===== config.mk =====
export PLATFORM = sky130hd
export DESIGN_NAME = divider_32by16_seq_flat
export DESIGN_NICKNAME = d
export VERILOG_FILES = /design/src/rtl/divider_32by16_seq_if.sv /design/src/rtl/divider_32by16_seq.sv /design/src/flat_wrapper.sv
export SDC_FILE = /design/constraint.sdc
export NUM_CORES = 1
export LEC_CHECK = 0
export CAP_MARGIN = 20
export CORE_MARGIN = 2
export CORE_UTILIZATION = 45
export DETAILED_ROUTE_END_ITERATION = 10
export DONT_BUFFER_PORTS = 1
export GPL_ROUTABILITY_DRIVEN = 0
export SETUP_SLACK_MARGIN = 0.2
export SLEW_MARGIN = 20
export SYNTH_ARGS = -nofsm -noshare
export SYNTH_HDL_FRONTEND = slang
export SYNTH_SLANG_ARGS = --single-unit

===== constraint.sdc =====
create_clock -name clk -period 2.2 [get_ports clk]
set_input_delay 0.55 -clock clk [delete_from_list [all_inputs] [get_ports clk]]
set_output_delay 0.55 -clock clk [all_outputs]
set_load 0.01 [all_outputs]

===== src/rtl/divider_32by16_seq_if.sv =====
// Handshake and result bundle for the 32/16 sequential divider.
// The master drives the request; the slave (the divider) returns results and flags.
interface divider_32by16_seq_if;
    logic        start;
    logic [31:0] dividend;
    logic [15:0] divisor;
    logic        busy;
    logic        done;
    logic [15:0] quotient;
    logic [15:0] remainder;
    logic        div_by_zero;
    logic        overflow;

    modport master (
        output start, dividend, divisor,
        input  busy, done, quotient, remainder, div_by_zero, overflow
    );

    modport slave (
        input  start, dividend, divisor,
        output busy, done, quotient, remainder, div_by_zero, overflow
    );
endinterface


===== src/rtl/divider_32by16_seq.sv =====
// Restoring 32/16 divider: one 17-bit compare/subtract per clock, 16 iterations,
// with a one-cycle error path for divide-by-zero and quotient overflow.
module divider_32by16_seq (
    input  logic                 clk,
    input  logic                 rst_n,
    divider_32by16_seq_if.slave  bus
);
    typedef enum logic [1:0] {IDLE, RUN, FIN} state_t;

    state_t      state_reg, state_next;
    logic [3:0]  cnt_reg, cnt_next;
    logic [16:0] r_reg, r_next;
    logic [15:0] q_reg, q_next;
    logic [15:0] d_reg, d_next;
    logic        pend_dbz_reg, pend_dbz_next;
    logic        done_reg, done_next;
    logic [15:0] quot_reg, quot_next;
    logic [15:0] rem_reg, rem_next;
    logic        dbz_reg, dbz_next;
    logic        ov_reg, ov_next;

    logic [16:0] t;
    logic [16:0] diff;
    logic        borrow;
    logic [16:0] r_iter;
    logic        r_msb_unused;

    // R stays below D after every iteration, so its MSB never feeds the next trial value.
    assign r_msb_unused     = r_reg[16];
    assign t                = {r_reg[15:0], q_reg[15]};
    assign {borrow, diff}   = {1'b0, t} - {2'b00, d_reg};
    assign r_iter           = borrow ? t : diff;

    always_ff @(posedge clk or negedge rst_n) begin
        if (!rst_n) begin
            state_reg    <= IDLE;
            cnt_reg      <= 4'd0;
            r_reg        <= 17'd0;
            q_reg        <= 16'd0;
            d_reg        <= 16'd0;
            pend_dbz_reg <= 1'b0;
            done_reg     <= 1'b0;
            quot_reg     <= 16'd0;
            rem_reg      <= 16'd0;
            dbz_reg      <= 1'b0;
            ov_reg       <= 1'b0;
        end else begin
            state_reg    <= state_next;
            cnt_reg      <= cnt_next;
            r_reg        <= r_next;
            q_reg        <= q_next;
            d_reg        <= d_next;
            pend_dbz_reg <= pend_dbz_next;
            done_reg     <= done_next;
            quot_reg     <= quot_next;
            rem_reg      <= rem_next;
            dbz_reg      <= dbz_next;
            ov_reg       <= ov_next;
        end
    end

    always_comb begin
        state_next    = state_reg;
        cnt_next      = cnt_reg;
        r_next        = r_reg;
        q_next        = q_reg;
        d_next        = d_reg;
        pend_dbz_next = pend_dbz_reg;
        done_next     = 1'b0;
        quot_next     = quot_reg;
        rem_next      = rem_reg;
        dbz_next      = dbz_reg;
        ov_next       = ov_reg;

        case (state_reg)
            IDLE: begin
                if (bus.start) begin
                    d_next   = bus.divisor;
                    r_next   = {1'b0, bus.dividend[31:16]};
                    q_next   = bus.dividend[15:0];
                    cnt_next = 4'd0;
                    dbz_next = 1'b0;
                    ov_next  = 1'b0;
                    if (bus.divisor == 16'd0) begin
                        pend_dbz_next = 1'b1;
                        state_next    = FIN;
                    end else if (bus.dividend[31:16] >= bus.divisor) begin
                        pend_dbz_next = 1'b0;
                        state_next    = FIN;
                    end else begin
                        state_next    = RUN;
                    end
                end
            end
            RUN: begin
                r_next   = r_iter;
                q_next   = {q_reg[14:0], ~borrow};
                cnt_next = cnt_reg + 4'd1;
                if (cnt_reg == 4'd15) begin
                    quot_next  = {q_reg[14:0], ~borrow};
                    rem_next   = r_iter[15:0];
                    done_next  = 1'b1;
                    state_next = IDLE;
                end
            end
            FIN: begin
                quot_next  = 16'hFFFF;
                rem_next   = 16'h0000;
                dbz_next   = pend_dbz_reg;
                ov_next    = ~pend_dbz_reg;
                done_next  = 1'b1;
                state_next = IDLE;
            end
            default: state_next = IDLE;
        endcase
    end

    assign bus.busy        = (state_reg != IDLE);
    assign bus.done        = done_reg;
    assign bus.quotient    = quot_reg;
    assign bus.remainder   = rem_reg;
    assign bus.div_by_zero = dbz_reg;
    assign bus.overflow    = ov_reg;
endmodule


===== src/flat_wrapper.sv =====
// flat-port wrapper written by rule: the top's interface ports become plain ports
module divider_32by16_seq_flat 
  (clk, rst_n, bus_start, bus_dividend, bus_divisor, bus_busy, bus_done, bus_quotient, bus_remainder, bus_div_by_zero, bus_overflow);
  divider_32by16_seq_if bus_i ();
  input  logic clk;
  input  logic rst_n;
  input wire logic [$bits(bus_i.start)-1:0] bus_start;
  input wire logic [$bits(bus_i.dividend)-1:0] bus_dividend;
  input wire logic [$bits(bus_i.divisor)-1:0] bus_divisor;
  output wire logic [$bits(bus_i.busy)-1:0] bus_busy;
  output wire logic [$bits(bus_i.done)-1:0] bus_done;
  output wire logic [$bits(bus_i.quotient)-1:0] bus_quotient;
  output wire logic [$bits(bus_i.remainder)-1:0] bus_remainder;
  output wire logic [$bits(bus_i.div_by_zero)-1:0] bus_div_by_zero;
  output wire logic [$bits(bus_i.overflow)-1:0] bus_overflow;
  assign bus_i.start = bus_start;
  assign bus_i.dividend = bus_dividend;
  assign bus_i.divisor = bus_divisor;
  assign bus_busy = bus_i.busy;
  assign bus_done = bus_i.done;
  assign bus_quotient = bus_i.quotient;
  assign bus_remainder = bus_i.remainder;
  assign bus_div_by_zero = bus_i.div_by_zero;
  assign bus_overflow = bus_i.overflow;
  divider_32by16_seq u_core (.clk(clk), .rst_n(rst_n), .bus(bus_i));
endmodule

==> impl_metrics.py <==
metrics = {
    "run_status": {
        "status": "complete, but fails checks",
        "violations": "design-rule violations, negative hold slack, negative setup slack",
    },
    "logic_synthesis": {
        "synth_area_leaders": "dfrtp_1, ha_1, nand2_1",
        "synth_top_area_cell": "dfrtp_1",
        "synth_edf_count": 0,
        "syn-cell-area_mm2": 0.00533,
        "ys_seq_area_share_pct": 42.2,
        "yosysUniqueCellTypes": 63,
        "async_reset_ff_share_pct": 100,
        "yosysWarningCount": 0,
        "synthCells": 601,
        "synthFlopType": "dfrtp_1",
        "avgSynthCellArea_um2": 8.87,
        "synth_top_area_share_pct": 42.2,
        "syn-num-nets": 689,
        "ys_ff_latch": 90,
    },
    "timing": {
        "fin_hold_ws_ns": -0.109,
        "skew_ns": 0.00863,
        "finalMaxSlewViolations": 0,
        "setup_ws_ns": -0.225,
        "fmax_ghz": 0.412,
        "finalHoldViolCount": 90,
        "tightestPinTransition_ns": 0.509,
        "slew-limit-headroom_pct": 66.0,
        "timing.final.crit_share_pct": 110,
        "setup_viol": 31,
        "rsz0062_at_grt": "true",
        "fin_crit_ns": 2.43,
    },
    "setup_path": {
        "reg2reg_to": "u_core.r_reg[14]",
        "end_kind": "flip-flop",
        "path_buf_inv": 2,
        "crit_family": "simple AND/OR/NAND/NOR gates",
        "path_class": "flip-flop to flip-flop",
        "cp_slowest_cell": "or3_4",
        "required_ns": 2.42,
        "rr_worst_depth": 10,
        "r2r_slack_ns": -0.23,
        "crit_top_cell": "or3_4",
        "worstReg2RegStart": "u_core.d_reg[11]",
        "worstSetupStartpointType": "flip-flop",
        "cp_max_fo": 6,
        "worstPathArrival_ns": 2.65,
        "cpPeakStageDelay_ns": 0.41,
        "crit_chain": "inv_1, ha_4, o21ai_2, o211ai_1, and2_4, or3_4, buf_8, or3_4, o221ai_2, a31oi_1",
    },
    "placed_design": {
        "pre_cts_slack_ns": -0.273,
        "port_buffers": 0,
        "dp_hpwl_um": 11800,
    },
    "global_routing": {
        "grt_overflow": 0,
        "grt_max_degree": 91,
        "grt_pass1_wl_um": 26000,
        "grt_use_total_pct": 26.1,
        "grt_pass1_vias": 4829,
        "antenna_found_initial": 0,
    },
    "clocking": {
        "numCtsBuffers": 9,
        "htreeDepth": 3,
        "worstSkewPairLatency_ns": 0.35,
        "cts_tree": "yes",
        "clkSlewWorstSetupHoldPaths_ns": 0.07,
        "clock_path_buffers": 2,
        "cts.sinks": 90,
        "cts_root_buffer": "clkbuf_16",
    },
    "route": {
        "drt_wl_total_um": 16300,
        "wl_per_cell_um": 19.5,
        "num_vias": 4768,
        "first_pass_iters": 11,
        "drt_iter0_drc": 402,
        "ant_nets": 0,
        "viasPerCell": 5.71,
        "drc_errors": 6,
    },
    "layout": {
        "final_nets": 776,
        "drive_above_1_share_pct": 30.8,
        "n_antenna_cell": 0,
        "syn_to_final_growth_pct": 32.8,
        "layout_commonest_cell": "buf_4",
        "fin_util_pct": 61.5,
        "fill_cells": 971,
        "layout_common_cells": "buf_4, nand2_1, dfrtp_1",
    },
    "floorplanning": {
        "num_rows": 39,
        "dieArea_mm2": 0.0127,
        "die_w_um": 113,
        "io_pins": 87,
        "core_area_mm2": 0.0115,
        "initial_core_util_pct": 46.3,
        "die_y_um": 113,
    },
    "min_path": {
        "hp-class": "primary input to asynchronous set/reset pin",
    },
    "run": {
        "maxCapViolations": 0,
    },
}
==> how the worst max path moves through the flow <==
stage / start / end / depth (start not counted)
after detailed placement: u_core.r_reg[14] / u_core.r_reg[12] / 8
after CTS: u_core.d_reg[10] / u_core.r_reg[14] / 10
after floorplan: u_core.r_reg[8] / u_core.bus.remainder[15] / 10
final: u_core.d_reg[11] / u_core.r_reg[14] / 10
after global placement: u_core.r_reg[14] / u_core.r_reg[12] / 8
after global routing: u_core.d_reg[11] / u_core.r_reg[14] / 10
==> layout make-up <==
class,instances,area (µm²),area share [%]
clock inverters,6,50.0,0.707
flip-flops and latches,90,2250,31.8
clock buffers,9,225,3.18
inverters,48,180,2.55
repair buffers,107,866,12.2
multi-input cells,432,3330,47.0
well taps,143,179,2.53
==> routing by layer <==
layer | share of wire, % | GRT usage, % | vias up
li1 | - | - | 2281
met1 | 47 | 37.8 | 2250
met2 | 44 | 39.6 | 201
met3 | 6.8 | 6.59 | 34
met4 | 1.9 | 6.02 | 2
met5 | 0.25 | 0 | -
==> cells in the mapped netlist (2+ instances only) <==
cell and instances:
nor3_1 5, o21a_1 4, a32oi_1 2, nor4_1 5, a31oi_1 10, buf_2 2, nor2b_1 9, nor3b_1 8
o21bai_1 3, buf_1 2, nand3_1 4, o21ai_1 19, a21boi_0 2, a21o_1 9, clkbuf_1 24, inv_1 47
xnor2_1 7, nor2_1 23, nand4_1 2, a211oi_2 2, o31ai_1 3, mux2i_1 24, and4_1 2, dfrtp_1 90
o2111ai_1 2, nand2b_1 5, o221ai_1 4, o21ai_0 70, and3_1 2, nand2_1 94, or3_1 7, o22ai_1 5
buf_6 2, a22o_1 2, a21oi_1 37, ha_1 36
==> metrics by stage <==
stage | setup TNS, ns | cells | instance area (µm²)
final | -4.26 | 835 | 7080
after global routing | -6.50 | 835 | 7080
after CTS | -2.87 | 833 | 6940
after detailed placement | -5.07 | 804 | 6280
after global placement | -3.35 | 804 | 6280
after floorplan | 0 | 601 | 5550
==> kinds of logic after synthesis <==
family / count (synthesis) / synth area share [%]
flops: 90 / 42.2
buf+inv: 79 / 6.19
fa+ha+maj: 37 / 8.82
simple gates: 172 / 15.0
mux: 25 / 4.72
compound gates: 190 / 21.7
xor+xnor: 8 / 1.31
==> timing repair <==
action,in CTS,in global routing
endpoints found under the setup margin,35,51
gates resized for setup,53,30
buffers inserted,14,2
endpoints found under the hold margin,90,90
pin swaps,14,9
Power is left out: the tool's default activity adds up to more than one toggle a clock period on the data nets, which glitch-free logic cannot reach.
